### src/rtl/cube_check_if.sv
// Request/result bundle between the cube controller and cube_check.
// The controller is master; the checker is slave.
interface cube_check_if;
  logic         start;
  logic [161:0] cube_in;
  logic         busy;
  logic         done;
  logic         solved;
  logic [5:0]   mismatch_cnt;
  logic         err;

  modport master (
    output start, cube_in,
    input  busy, done, solved, mismatch_cnt, err
  );

  modport slave (
    input  start, cube_in,
    output busy, done, solved, mismatch_cnt, err
  );
endinterface

### src/rtl/cube_check.sv
// Snapshot-and-scan verifier for the 54-facelet cube, LANES facelets/cycle.
// Define CUBE_CHECK_EARLY_EXIT_EN to stop at the first bad scan cycle.
module cube_check #(
  parameter int LANES = 1
) (
  input  logic clk,
  input  logic rst_n,
  cube_check_if.slave bus
);

  if (LANES != 1 && LANES != 3 && LANES != 9) begin : g_bad_lanes
    $error("cube_check: LANES must be 1, 3 or 9");
  end

  localparam logic [3:0] LSTEP    = 4'(LANES);
  localparam logic [3:0] LAST_POS = 4'(9 - LANES);

  typedef enum logic [1:0] {
    IDLE = 2'd0,
    SCAN = 2'd1,
    DONE = 2'd2
  } state_e;

  state_e       state_q, state_d;
  logic [161:0] snap_q, snap_d;
  logic [2:0]   face_q, face_d;
  logic [3:0]   pos_q, pos_d;
  logic         issue_q, issue_d;
  logic         pv_q, pv_d;
  logic [3:0]   pcnt_q, pcnt_d;
  logic         perr_q, perr_d;
  logic         plast_q, plast_d;
  logic [5:0]   acc_q, acc_d;
  logic         eacc_q, eacc_d;
  logic         solved_q, solved_d;
  logic [5:0]   mcnt_q, mcnt_d;
  logic         err_q, err_d;

  logic [7:0]       ctr_idx;
  logic [7:0]       lane_base;
  logic [2:0]       ctr;
  logic             ctr_ill;
  logic [2:0]       lane_code [LANES];
  logic [LANES-1:0] lane_mis;
  logic [LANES-1:0] lane_ill;
  logic [3:0]       lane_cnt;
  logic             lane_err;
  logic             last_issue;
  logic [6:0]       sum;
  logic [5:0]       sum_sat;

  assign ctr_idx    = 8'(face_q) * 8'd27 + 8'd12;
  assign lane_base  = 8'(face_q) * 8'd27 + 8'(pos_q) * 8'd3;
  assign last_issue = (face_q == 3'd5) && (pos_q == LAST_POS);

  // All lanes of one cycle lie on the same face since LANES divides 9.
  always_comb begin
    ctr      = snap_q[ctr_idx +: 3];
    ctr_ill  = ctr > 3'd5;
    lane_cnt = '0;
    lane_err = 1'b0;
    lane_mis = '0;
    lane_ill = '0;
    for (int l = 0; l < LANES; l++) begin
      lane_code[l] = snap_q[lane_base + 8'(3 * l) +: 3];
      lane_ill[l]  = lane_code[l] > 3'd5;
      lane_mis[l]  = ((pos_q + 4'(l)) != 4'd4) &&
                     (lane_ill[l] || ctr_ill ||
                      (lane_code[l] != ctr));
      lane_cnt     = lane_cnt + 4'(lane_mis[l]);
      lane_err     = lane_err | lane_ill[l];
    end
  end

  always_comb begin
    sum     = {1'b0, acc_q} + 7'(pcnt_q);
    sum_sat = (sum > 7'd48) ? 6'd48 : sum[5:0];
  end

  always_comb begin
    state_d  = state_q;
    snap_d   = snap_q;
    face_d   = face_q;
    pos_d    = pos_q;
    issue_d  = issue_q;
    pv_d     = pv_q;
    pcnt_d   = pcnt_q;
    perr_d   = perr_q;
    plast_d  = plast_q;
    acc_d    = acc_q;
    eacc_d   = eacc_q;
    solved_d = solved_q;
    mcnt_d   = mcnt_q;
    err_d    = err_q;
    case (state_q)
      IDLE: begin
        if (bus.start) begin
          state_d = SCAN;
          snap_d  = bus.cube_in;
          face_d  = '0;
          pos_d   = '0;
          issue_d = 1'b1;
          pv_d    = 1'b0;
          acc_d   = '0;
          eacc_d  = 1'b0;
        end
      end
      SCAN: begin
        // Compare stage feeds a one-deep accumulate stage.
        pv_d = issue_q;
        if (issue_q) begin
          pcnt_d  = lane_cnt;
          perr_d  = lane_err;
          plast_d = last_issue;
          if (last_issue) begin
            issue_d = 1'b0;
          end else if (pos_q == LAST_POS) begin
            pos_d  = '0;
            face_d = face_q + 3'd1;
          end else begin
            pos_d = pos_q + LSTEP;
          end
        end
        if (pv_q) begin
          acc_d  = sum_sat;
          eacc_d = eacc_q | perr_q;
`ifdef CUBE_CHECK_EARLY_EXIT_EN
          if (pcnt_q != 4'd0 || perr_q) begin
            state_d  = DONE;
            issue_d  = 1'b0;
            mcnt_d   = {2'b00, pcnt_q};
            err_d    = eacc_q | perr_q;
            solved_d = 1'b0;
          end else if (plast_q) begin
            state_d  = DONE;
            mcnt_d   = sum_sat;
            err_d    = eacc_q | perr_q;
            solved_d = (sum_sat == 6'd0) && !(eacc_q | perr_q);
          end
`else
          if (plast_q) begin
            state_d  = DONE;
            mcnt_d   = sum_sat;
            err_d    = eacc_q | perr_q;
            solved_d = (sum_sat == 6'd0) && !(eacc_q | perr_q);
          end
`endif
        end
      end
      DONE: begin
        state_d = IDLE;
      end
      default: begin
        state_d = IDLE;
      end
    endcase
  end

  always_ff @(posedge clk or negedge rst_n) begin
    if (!rst_n) begin
      state_q  <= IDLE;
      snap_q   <= '0;
      face_q   <= '0;
      pos_q    <= '0;
      issue_q  <= 1'b0;
      pv_q     <= 1'b0;
      pcnt_q   <= '0;
      perr_q   <= 1'b0;
      plast_q  <= 1'b0;
      acc_q    <= '0;
      eacc_q   <= 1'b0;
      solved_q <= 1'b0;
      mcnt_q   <= '0;
      err_q    <= 1'b0;
    end else begin
      state_q  <= state_d;
      snap_q   <= snap_d;
      face_q   <= face_d;
      pos_q    <= pos_d;
      issue_q  <= issue_d;
      pv_q     <= pv_d;
      pcnt_q   <= pcnt_d;
      perr_q   <= perr_d;
      plast_q  <= plast_d;
      acc_q    <= acc_d;
      eacc_q   <= eacc_d;
      solved_q <= solved_d;
      mcnt_q   <= mcnt_d;
      err_q    <= err_d;
    end
  end

  assign bus.busy         = (state_q != IDLE);
  assign bus.done         = (state_q == DONE);
  assign bus.solved       = solved_q;
  assign bus.mismatch_cnt = mcnt_q;
  assign bus.err          = err_q;

endmodule

### src/flat_wrapper.sv
// flat-port wrapper written by rule: the top's interface ports become plain ports
module cube_check_flat 
#(
  parameter int LANES = 1
)
  (clk, rst_n, bus_start, bus_cube_in, bus_busy, bus_done, bus_solved, bus_mismatch_cnt, bus_err);
  cube_check_if bus_i ();
  input  logic clk;
  input  logic rst_n;
  input wire logic [$bits(bus_i.start)-1:0] bus_start;
  input wire logic [$bits(bus_i.cube_in)-1:0] bus_cube_in;
  output wire logic [$bits(bus_i.busy)-1:0] bus_busy;
  output wire logic [$bits(bus_i.done)-1:0] bus_done;
  output wire logic [$bits(bus_i.solved)-1:0] bus_solved;
  output wire logic [$bits(bus_i.mismatch_cnt)-1:0] bus_mismatch_cnt;
  output wire logic [$bits(bus_i.err)-1:0] bus_err;
  assign bus_i.start = bus_start;
  assign bus_i.cube_in = bus_cube_in;
  assign bus_busy = bus_i.busy;
  assign bus_done = bus_i.done;
  assign bus_solved = bus_i.solved;
  assign bus_mismatch_cnt = bus_i.mismatch_cnt;
  assign bus_err = bus_i.err;
  cube_check #(.LANES(LANES)) u_core (.clk(clk), .rst_n(rst_n), .bus(bus_i));
endmodule
### config.mk
export PLATFORM = sky130hd
export DESIGN_NAME = cube_check_flat
export DESIGN_NICKNAME = d
export VERILOG_FILES = /design/src/rtl/cube_check_if.sv /design/src/rtl/cube_check.sv /design/src/flat_wrapper.sv
export SDC_FILE = /design/constraint.sdc
export NUM_CORES = 1
export LEC_CHECK = 0
export CAP_MARGIN = 10
export CORE_UTILIZATION = 50
export CTS_CLUSTER_DIAMETER = 150
export CTS_CLUSTER_SIZE = 40
export DETAILED_ROUTE_END_ITERATION = 12
export HOLD_SLACK_MARGIN = 0.03
export PLACE_DENSITY_LB_ADDON = 0.2
export SKIP_CTS_REPAIR_TIMING = 1
export SYNTH_ARGS = -nofsm -noshare
export SYNTH_HDL_FRONTEND = slang
export SYNTH_SLANG_ARGS = --single-unit
### constraint.sdc
create_clock -name clk -period 6.4 [get_ports clk]
set_input_delay 1.28 -clock clk [delete_from_list [all_inputs] [get_ports clk]]
set_output_delay 1.28 -clock clk [all_outputs]
set_load 0.02 [all_outputs]
# Yosys cells after proc, flatten, opt, wreduce, memory -nomap -nowiden

Index checks and enable logic that the tools add are counted.

Memories kept: 0
ROM bits: 0
Flip-flop bits (word level): 191
Bits in latches: 0
RAM bits: 0
Output and inout port bits: 10

Reductions and logical operators: 18
Add/subtract/negate cells: 5
Magnitude comparators: 3
Bitwise operators: 1
$mul: 2
Equality and inequality tests: 12
Muxes and demuxes: 26
Divide/modulo/power cells: 0
Shift-type cells: 2

Operators with widths:

| operator                                                       | number |
|---|---|
| variable part select 162 x 9 -> 3 bit                          | 2 |
| two-way mux 6 bit                                              | 3 |
| two-way mux 4 bit                                              | 4 |
| two-way mux 3 bit                                              | 4 |
| case mux 6 bit (2 select lines)                                | 1 |
| AND reduction 3 bit                                            | 3 |
| adder 8 x 4 -> 8 bit (second input constant)                   | 1 |
| adder 8 x 6 -> 8 bit                                           | 1 |
| multiplier 3 x 5 -> 8 bit (second input constant)              | 1 |
| != test 2 x 1 -> 1 bit (second input constant)                 | 4 |
| case mux 4 bit (2 select lines)                                | 1 |
| adder 6 x 1 -> 7 bit                                           | 1 |
| greater-than comparator 7 x 6 -> 1 bit (second input constant) | 1 |
| greater-than comparator 3 bit (second input constant)          | 2 |
| logical NOT 6 bit                                              | 1 |
| multiplier 4 x 2 -> 6 bit (second input constant)              | 1 |
| two-way mux 2 bit                                              | 3 |
| case mux 1 bit (2 select lines)                                | 3 |
| case mux 3 bit (2 select lines)                                | 1 |
| AND reduction 2 bit                                            | 3 |
| two-way mux 1 bit                                              | 5 |
| AND reduction 5 bit                                            | 1 |
| adder 4 x 1 -> 4 bit (second input constant)                   | 1 |
| equality test 4 bit (second input constant)                    | 1 |
| 15 further kinds                                               | 20 |

# Logic depth before layout (Yosys ltp)

Word-level depth: 7
Gate-level depth with buffers: 23

# Worst setup path before layout

Ideal clock, no wire load.

Path type: register to register
Start: register u_core.face_q[1]
End: register u_core.pcnt_q[0]
Library setup time: 0.133 ns
Path buffers: 6
Required time: 6.267 ns
Cell stages (with the launch flop): 22
Setup slack: 1.110 ns
Arrival time: 5.157 ns
Clock period less this slack: 5.290 ns
Path through: dfrtp_1 -> inv_1 -> ha_1 -> inv_1 -> ha_1 -> clkbuf_1 -> inv_1 -> clkbuf_1 -> clkbuf_1 -> fa_1 -> inv_1 -> fa_1 -> clkbuf_1 -> clkbuf_1 -> clkbuf_1 -> o21ai_0 -> a2111oi_0 -> nor2_1 -> a21boi_0 -> a211oi_1 -> o41ai_1 -> o221ai_2

Longest elaborated chain between the ends: 7
Elaborated cells between the ends (all ways): 11
Classes of those cells: add/sub: 2; mul: 1; order compare: 2; eq/ne: 1; shift: 2; reduce/logical: 3

Ends and longest elaborated chain:

| item                                                                | RTL line                           | text |
|---|---|---|
| from (decl)                                                         | cube_check.sv:26                   | `logic [2:0] face_q, face_d;` |
| from (signal assigned)                                              | cube_check.sv:163                  | `face_q <= '0;` |
| from (signal assigned)                                              | cube_check.sv:178                  | `face_q <= face_d;` |
| multiplier 3 x 5 -> 8 bit (*)                                       | cube_check.sv:52, cube_check.sv:53 |  |
| adder 8 x 6 -> 8 bit / adder 8 x 4 -> 8 bit (equally long branches) | cube_check.sv:53, cube_check.sv:52 |  |
| variable part select 162 x 9 -> 3 bit (on tied branches)            | cube_check.sv:65, cube_check.sv:58 |  |
| greater-than comparator 3 bit (on tied branches)                    | cube_check.sv:66, cube_check.sv:59 |  |
| logical OR 1 bit                                                    | cube_check.sv:68                   | `(lane_ill[l] \|\| ctr_ill \|\|` |
| logical OR 1 bit (*)                                                | cube_check.sv:68                   |  |
| logical AND 1 bit (*)                                               | cube_check.sv:67                   | `lane_mis[l] = ((pos_q + 4'(l)) != 4'd4) &&` |
| to (signal assigned)                                                | cube_check.sv:182                  | `pcnt_q <= pcnt_d;` |
| to (decl)                                                           | cube_check.sv:30                   | `logic [3:0] pcnt_q, pcnt_d;` |

Mark *: on every way between the ends. The rest lies on a longest branch, timed or not.
A chain may end at the register's enable or synchronous reset.

# Final worst setup path

Same ends and word-level chain as after synthesis.

==> results by stage <==
Finish:
- The most frequent standard cell in the layout excluding fill and tap cells is mux4_2.
- The number of antenna cells inserted is 0.
- Leaving out fill and tap cells, the most frequent cells in the layout are mux4_2, dfrtp_1, mux2_2.
- Of the cells placed in the final design, the portion with a size suffix greater than 1 is 0.358.
- Measured on the finished design, the core utilization comes to 0.595.
- Compared with the post-synthesis result, the final layout area differs by 16.5%.
- The total number of nets in the final design is about 1600.
- Summing all non-filler instances in the final layout gives an area of between 0.015 and 0.02 sq mm.

Critical path:
- The sort of element at the end of the critical path is a flop.
- Tracing the worst setup path back leads to its startpoint at u_core.face_q[1].
- STA puts the critical path data required time at 6.75 ns.
- The category of the critical setup timing path is reg -> reg.
- In this run the critical register-to-register path is launched from u_core.face_q[1].
- Data arrives at the worst endpoint at around 5.9 ns.
- The worst setup path is launched from a flop.
- The highest net fanout along the worst path is 15.

Hold path:
- The hold path startpoint is u_core.bus.mismatch_cnt[4].
- The type of the most critical hold path is reg -> reg.

Yosys:
- The part of the Yosys area used for sequential elements is 0.295.
- Counting flops with a built-in enable in the synthesized netlist gives 0.
- Each instance of the synthesized netlist takes up on average 13.0 sq um.
- Counting every net in the synthesized netlist gives ~1400.
- Yosys printed 0 warnings.
- Synthesis produced between 1000 and 1500 cells.
- The primary flip-flop cell chosen by synthesis mapping is dfrtp_1.
- The number of different library cells used by synthesis comes to 73.
- The synthesis-stage register bit count is between 150 and 200.
- The async set or reset register ratio after synthesis is 1.00.
- In this run the cell area of the synthesized design comes to roughly 0.016 sq mm.

CTS:
- The clock tree from TritonCTS is done.
- In this run the deepest clock path goes through 2 buffers.
- TritonCTS created 17 clock buffers.
- The clock sink count is approximately 190.
- The root buffer cell chosen for the clock tree is clkbuf_16.
- After clock tree synthesis, the clock-pin slew on the worst setup and hold paths is roughly 0.080 ns.
- The maximum level of the CTS H-tree is 4.
- For the worst-skew pair, the clock arrives at the later sink with an insertion delay of 0.47 ns.

Global route:
- The met2 usage is 0.430.
- The maximum number of pins on one net before global-route repair is approximately 170.
- The remaining global-route overflow is 0.
- The number of global-route vias before repair came to between 10000 and 15000.
- In the global route stage, overall resource usage came out at 0.288.
- The number of antenna violations at the first check in global routing is 0.
- The global routing met3 resource utilization is 0.0760.
- The wire length of the first global-routing pass is 72.7 mm.
- In this run the most used layer during global routing was met2.
- For met1 alone, demand over resource in global routing was 0.419.

Die:
- The number of top-level pins is approximately 180.
- The total die area is 0.0331 sq mm.
- The height of the chip is 182 um.
- The effective utilization at floorplan is 0.511.
- The core area is roughly 0.032 sq mm.
- Row generation in the floorplan step produced 65 rows.
- The floorplan die width is 182 um.

STA:
- Setup repair after global routing left no endpoint under its margin.
- Setup violations remaining at the end of the flow were counted as 0.
- The final-report max-slew violation count was 0.
- The final critical-path share of the clock period is 0.873.
- The worst max-slew margin expressed relative to the limit is 0.343.
- In the post-route analysis, the smallest setup slack over all paths is 0.816 ns.
- The minimum period implied by the final worst setup slack is 5.58 ns.
- For this run, the top clock speed supported by timing is 0.179 GHz.
- Adding up every negative setup slack in the final design gives 0 ns.
- The slew at the pin closest to its max-slew limit is 0.986 ns.
- For the final database, setup skew stands at ~0.017 ns.
- The number of failing hold endpoints at the final stage is 0.

Placement:
- The HPWL reported at the end of detailed placement is 32.2 mm.
- The number of input and output port buffers inserted is between 150 and 200.
- The worst setup slack after placement is 0.950 ns.
- Summing all placed instances gives a cell area of about 0.018 sq mm.
- At the end of routability-driven placement, the weighted congestion stood at about 0.95.

Drt:
- Using the TritonRoute via totals, the vias-per-cell ratio works out to between 6 and 7.
- The final antenna-violating net count is 0.
- The routed wire length is around 46 mm.
- The routed via count is around 12000.
- The pre-antenna-repair detailed-routing pass consisted of 6 iterations.
- The number of design-rule violations left by the first detailed-router iteration is ~1300.
- The routed wire length per instance is 25.8 um.
- The count of unresolved DRC violations after routing is 0.

Run status:
- The flow ran to the end, and the final reports show no timing, DRC or antenna violations.

Run:
- Across the run, the number of max-cap violations was 0.
registers in the layout, summed over array words and instances, names as in the netlist:
name and flops:
u_core.pos_q 4, u_core.plast_q 1, u_core.pcnt_q 1, u_core.acc_q 6, u_core.perr_q 1, u_core.issue_q 1
u_core.bus.mismatch_cnt 6, u_core.bus.err 1, u_core.bus.solved 1, u_core.face_q 3, u_core.snap_q 162, u_core.pv_q 1
u_core.eacc_q 1, u_core.state_q 2
worst paths after layout:
kind / slack [ns] / end / cells past startpoint
min in group asynchronous: 0.87 / u_core.bus.mismatch_cnt[1] / 1
worst min-delay path: 0.48 / u_core.bus.mismatch_cnt[4] / 2
worst max-delay path: 0.82 / u_core.pcnt_q[0] / 20
max in group asynchronous: 4.48 / u_core.snap_q[139] / 2
worst max register to register: 0.82 / u_core.pcnt_q[0] / 20
worst min register to register: 0.48 / u_core.bus.mismatch_cnt[4] / 2
cells in the mapped netlist (6+ instances only):
master    count  share of area
inv_1        23         0.0053
a31oi_1      13         0.0050
a21oi_1      28         0.0087
xnor2_1      10         0.0054
and3_1       12         0.0046
dfrtp_1     191           0.30
o21ai_0      43          0.013
nor2_1       34         0.0079
nor3_1        9         0.0028
clkbuf_1     45          0.010
a221oi_1     12         0.0065
buf_6         8         0.0056
buf_4        24          0.011
buf_2        30         0.0093
o311ai_0      7         0.0038
nand3_1      19         0.0059
a211oi_1     13         0.0060
ha_1         24          0.019
mux2_2      177           0.12
mux2i_1      82          0.051
mux4_2      226           0.31
nor2b_1       6         0.0023
nand2_1      98          0.023
final cells by class:
class / count / area, sq um
Multi-Input combinational cell: 922 / 10800
Clock buffer: 17 / 425
Clock inverter: 15 / 214
Timing Repair Buffer: 209 / 2040
Tap cell: 402 / 503
Sequential cell: 191 / 4780
Fill cell: 2538 / 12900
Inverter: 23 / 86.3
worst max-delay path: stages, from the launching register on:
cell	delay, ns
dfrtp_1	0.42
inv_1	0.12
ha_1	0.30
inv_1	0.04
ha_1	0.31
fa_1	0.61
inv_1	0.11
fa_1	0.49
inv_1	0.04
ha_1	0.44
nand3_1	0.21
a21boi_0	0.42
nor2_1	0.10
buf_4	0.23
a2111oi_0	0.44
a41o_1	0.15
nor2_1	0.04
a21boi_0	0.25
a211oi_1	0.11
o41ai_1	0.49
o221ai_2	0.13
kinds of logic after synthesis:
kind of cell    Yosys count  synth area share
compound gates          174            0.0750
flops                   191             0.295
xor+xnor                 17            0.0101
fa+ha+maj                29            0.0247
simple gates            215            0.0630
buf+inv                 132            0.0422
mux                     487             0.490
metal layers:
layer | up-vias | share of wire
met5 | - | 0
met4 | 0 | 0.014
met3 | 45 | 0.097
met2 | 698 | 0.46
met1 | 6344 | 0.43
li1 | 5256 | -
through the flow:
stage / hold WS [ns] / std cells
after floorplan: 0.456 / 1245
after global placement: 0.463 / 1747
after detailed placement: 0.466 / 1747
after CTS: 0.488 / 1779
after global routing: 0.509 / 1779
final: 0.482 / 1779
Power is left out: the tool's default activity adds up to more than one toggle a clock period on the data nets, which glitch-free logic cannot reach.
